<file path="src/rtl/cyber_press_gen.sv">
// Random press generator: 10-bit XNOR LFSR compared against a threshold, with a press/ack/cooldown FSM.
// Optional seed loading is enabled by defining CYBER_SEED_LOAD_EN.
module cyber_press_gen #(
   parameter int WIDTH    = 10,
   parameter int COOLDOWN = 4
) (
   input  logic             clk,
   input  logic             reset_n,
   input  logic             en,
   input  logic [WIDTH-1:0] threshold,
   input  logic             ack,
`ifdef CYBER_SEED_LOAD_EN
   input  logic             seed_load,
   input  logic [WIDTH-1:0] seed,
`endif
   output logic             press,
   output logic [WIDTH-1:0] rnd,
   output logic             busy,
   output logic [1:0]       dbg_state
);

   typedef enum logic [1:0] {
      IDLE  = 2'd0,
      RUN   = 2'd1,
      PRESS = 2'd2,
      COOL  = 2'd3
   } state_t;

   localparam logic [7:0] COOL_LOAD = 8'(COOLDOWN - 1);

   state_t           state_q, state_d;
   logic [WIDTH-1:0] rnd_q, rnd_d;
   logic [WIDTH-1:0] rnd_step;
   logic [7:0]       cnt_q, cnt_d;
   logic             press_q, press_d;

   // Taps 10 and 7 with XNOR feedback: all-ones is the lockup value, zero is a legal start.
   assign rnd_step = {rnd_q[WIDTH-2:0], ~(rnd_q[9] ^ rnd_q[6])};

   always_comb begin
      state_d = state_q;
      rnd_d   = rnd_q;
      cnt_d   = cnt_q;
      case (state_q)
         IDLE: begin
            if (en) state_d = RUN;
         end
         RUN: begin
            rnd_d = rnd_step;
            if (threshold > rnd_q) state_d = PRESS;
            else if (!en)          state_d = IDLE;
         end
         PRESS: begin
            if (ack) begin
               state_d = COOL;
               cnt_d   = COOL_LOAD;
            end
         end
         COOL: begin
            rnd_d = rnd_step;
            if (cnt_q == 8'd0) state_d = en ? RUN : IDLE;
            else               cnt_d   = cnt_q - 8'd1;
         end
         default: state_d = IDLE;
      endcase
`ifdef CYBER_SEED_LOAD_EN
      // A seed overrides the step but never the FSM; the lockup value is mapped to zero.
      if (seed_load) rnd_d = (seed == {WIDTH{1'b1}}) ? '0 : seed;
`endif
      press_d = (state_d == PRESS);
   end

   always_ff @(posedge clk or negedge reset_n) begin
      if (!reset_n) begin
         state_q <= IDLE;
         rnd_q   <= '0;
         cnt_q   <= 8'd0;
         press_q <= 1'b0;
      end else begin
         state_q <= state_d;
         rnd_q   <= rnd_d;
         cnt_q   <= cnt_d;
         press_q <= press_d;
      end
   end

   assign press     = press_q;
   assign rnd       = rnd_q;
   assign busy      = (state_q == PRESS) || (state_q == COOL);
   assign dbg_state = state_q;

endmodule

</file>
<file path="config.mk">
export PLATFORM = sky130hd
export DESIGN_NAME = cyber_press_gen
export DESIGN_NICKNAME = d
export VERILOG_FILES = /design/src/rtl/cyber_press_gen.sv
export SDC_FILE = /design/constraint.sdc
export NUM_CORES = 1
export LEC_CHECK = 0
export ABC_CLOCK_PERIOD_IN_PS = 4040
export BUFFER_PORTS_ARGS = -buffer_cell sky130_fd_sc_hd__buf_4
export CAP_MARGIN = 20
export CORE_MARGIN = 5
export CORE_UTILIZATION = 50
export CTS_CLUSTER_DIAMETER = 200
export DETAILED_ROUTE_END_ITERATION = 16
export MAX_ROUTING_LAYER = met4
export PLACE_DENSITY = 0.81
export SYNTH_ARGS = -nofsm -noshare
export SYNTH_HDL_FRONTEND = slang
export SYNTH_SLANG_ARGS = --single-unit
</file>
<file path="constraint.sdc">
create_clock -name clk -period 4.04 [get_ports clk]
set_input_delay 0.202 -clock clk [delete_from_list [all_inputs] [get_ports clk]]
set_output_delay 0.202 -clock clk [all_outputs]
set_load 0.02 [all_outputs]
</file>
==> results.toml <==
[sta]
slew_violations = 0
holdWs_ns = 0.207
min_period_ns = 1.83
worst_slew_pin_slew_ns = 0.830
setup_viol = 0
rsz0062_at_grt = "false"
period_share_pct = 45.3
slew_headroom_pct = 44.6
hold_viol = 0
timing.fmax_mhz = 547
setup-tns-final_ns = 0
fin_worst_skew_ns = 0.00842

[logic_synthesis]
yosysTopAreaCell = "dfrtp_1"
synth_ff_type = "dfrtp_1"
ys_seq_area_share_pct = 42.1
synthesis.area_mm2 = 0.00125
synth_cell_type_count = 31
avgSynthCellArea_um2 = 9.46
synth.most_common_cell = "dfrtp_1"
synth_edf_count = 0
synth_top_area_share_pct = 42.1
ys.warnings.count = 0
ys_top_cells_by_area = "dfrtp_1, ha_1, buf_4, nand2_1, o21ai_0"
async_flop_share_pct = 100
synthesis.nets = 157
ys_ff_latch = 21
postSynthCellCount = 132
yosys-top-cells-count = "dfrtp_1, nand2_1, inv_1, ha_1, o21ai_0"

[setup_path]
crit_arrival_ns = 1.97
cpPeakStageDelay_ns = 0.42
r2r_slack_ns = 2.21
critPathBufInv = 1
crit_start = "cnt_q[0]"
crit-reg2reg-launch = "cnt_q[0]"
worstPathRequired_ns = 4.19
path_delay_family = "simple AND/OR/NAND/NOR gates"
path_depth = 6
cp_slowest_cell = "dfrtp_1"
cp-endpoint = "cnt_q[1]"
crit_chain = "inv_1 > ha_1 > or3b_4 > o311a_4 > nor3_1 > a41oi_1"
worstPathMaxFanout = 7
critPathKind = "reg2reg"
r2r_end = "cnt_q[1]"
critical_path.endpoint_type = "flop"
start_kind = "flop"
rr_worst_depth = 6

[route]
postRouteAntennaNets = 0
initialDrtViolationCount = 22
drc = 0
vias = 953
dr.pass1.iters = 4
vias_per_cell = 5.29
wire_per_inst_um = 13.4
drt_wl_total_um = 2410

[hold_path]
hold_class = "in2reg"

[cts]
root_buffer = "clkbuf_4"
clk_pin_slew_ns = 0.12
htreeDepth = 1
insertion_delay_ns = 0.30
cts_made_buffers = 3
cts_tree = "done"
clock_sinks = 21
cts_max_path_buffers = 2
post_cts_buffers = 0

[job]
maxCapViolCount = 0

[status]
status = "complete, no violations"

[placement]
portBuffers = 27
gp_congestion = 0.835
dp_hpwl_um = 1900

[grt]
antenna_found_initial = 0
grt_pass1_wl_um = 3950
grt_pass1_vias = 903
grt_overflow = 0
grt_start_max_net_pins = 30
track_usage_pct = 15.0

[power]
p_per_area_mw_per_mm2 = 826
ir_worst_vdd_v = 0.000492
comb_power_share_pct = 53.6
intPower_uw = 655
switching_share_pct = 44.8
power.leakage_uw = 0.000727
p_switching_uw = 533
seqPwrFrac_pct = 38.0
power.share.clock_pct = 8.4
total_power_uw = 1190

[die]
coreArea_mm2 = 0.00243
die_y_um = 60.0
die_area_mm2 = 0.00360
ios = 28
start_util_pct = 51.3
rows = 18
die_x_um = 60.0

[finish]
final_util_pct = 59.1
syn_to_final_growth_pct = 15.1
fin_nets = 176
drive_above_1_share_pct = 24.0
antenna_cells = 0
==> worst min path at each step <==
| stage | start | to | depth (start not counted) |
|---|---|---|---|
| detailed placement | reset_n | rnd[3] | 1 |
| CTS | ack | press | 3 |
| floorplan | reset_n | cnt_q[0] | 0 |
| global placement | reset_n | rnd[2] | 1 |
| global route | ack | press | 3 |
| finish | ack | press | 3 |
==> kinds of logic after synthesis <==
logic type / count (synthesis) / synth area share, %
buf+inv: 28 / 11.2
flops: 21 / 42.1
fa+ha+maj: 11 / 11.0
compound gates: 30 / 16.5
simple gates: 38 / 16.1
xor+xnor: 3 / 2.10
mux: 1 / 0.902
==> power groups by stage <==
stage	clock network (µW)	registers (µW)	logic, µW
2_1_floorplan	0	413	538
3_3_place_gp	0	449	617
3_5_place_dp	0	456	643
4_1_cts	104	451	647
5_1_grt	113	472	708
6_report	100	451	637
==> stage by stage <==
stage / cell area [µm²] / std cells / setup slack [ns]
after floorplan: 1250 / 132 / 2.27
after global placement: 1400 / 175 / 2.27
after detailed placement: 1400 / 175 / 2.21
after CTS: 1440 / 180 / 2.19
after global routing: 1440 / 180 / 2.08
final: 1440 / 180 / 2.21
==> placed cells by master (no fill, tap or decap), drive strengths merged, types with 2 or more instances in the layout <==
master	instances
a211oi	2
a21o	4
a21oi	5
buf	27
clkbuf	4
dfrtp	21
ha	11
inv	14
nand2	15
nand3	4
nand3b	2
nand4	2
nor2	5
nor3	6
o211ai	2
o21ai	11
o311a	2
o31ai	2
xnor2	2
==> layout make-up <==
class                      count  area [µm²]
fill                         205         995
multi-input combinational     83         583
sequential                    21         526
timing repair buffer          28         213
inverter                      14        52.6
tap                           30        37.5
clock buffer                   4        26.3
==> metal layers <==
layer  up-vias  part of all wire, %  global-route usage (%)
met3         4                  6.6                    2.59
met5         -                    0                       -
li1        483                    -                       -
met2        29                   50                    25.3
met1       437                   42                    18.1
met4         0                 0.95                    4.75
==> worst reg2reg max path, stage by stage, from the launching register on <==
cell     delay [ns]
dfrtp_1        0.42
inv_1          0.07
ha_1           0.16
or3b_4         0.40
o311a_4        0.41
nor3_1         0.15
a41oi_1        0.06
==> what timing repair did <==
item | 4_1_cts | 5_1_grt
resized for setup | 0 | 0
endpoints found under the hold margin | 21 | 0
hold buffers | 1 | 0
==> flip-flops by register name, summed over array words and instances (netlist names) <==
register   cells
cnt_q          8
dbg_state      2
press          1
rnd           10
Note: power is estimated with default switching activity, not from simulation.
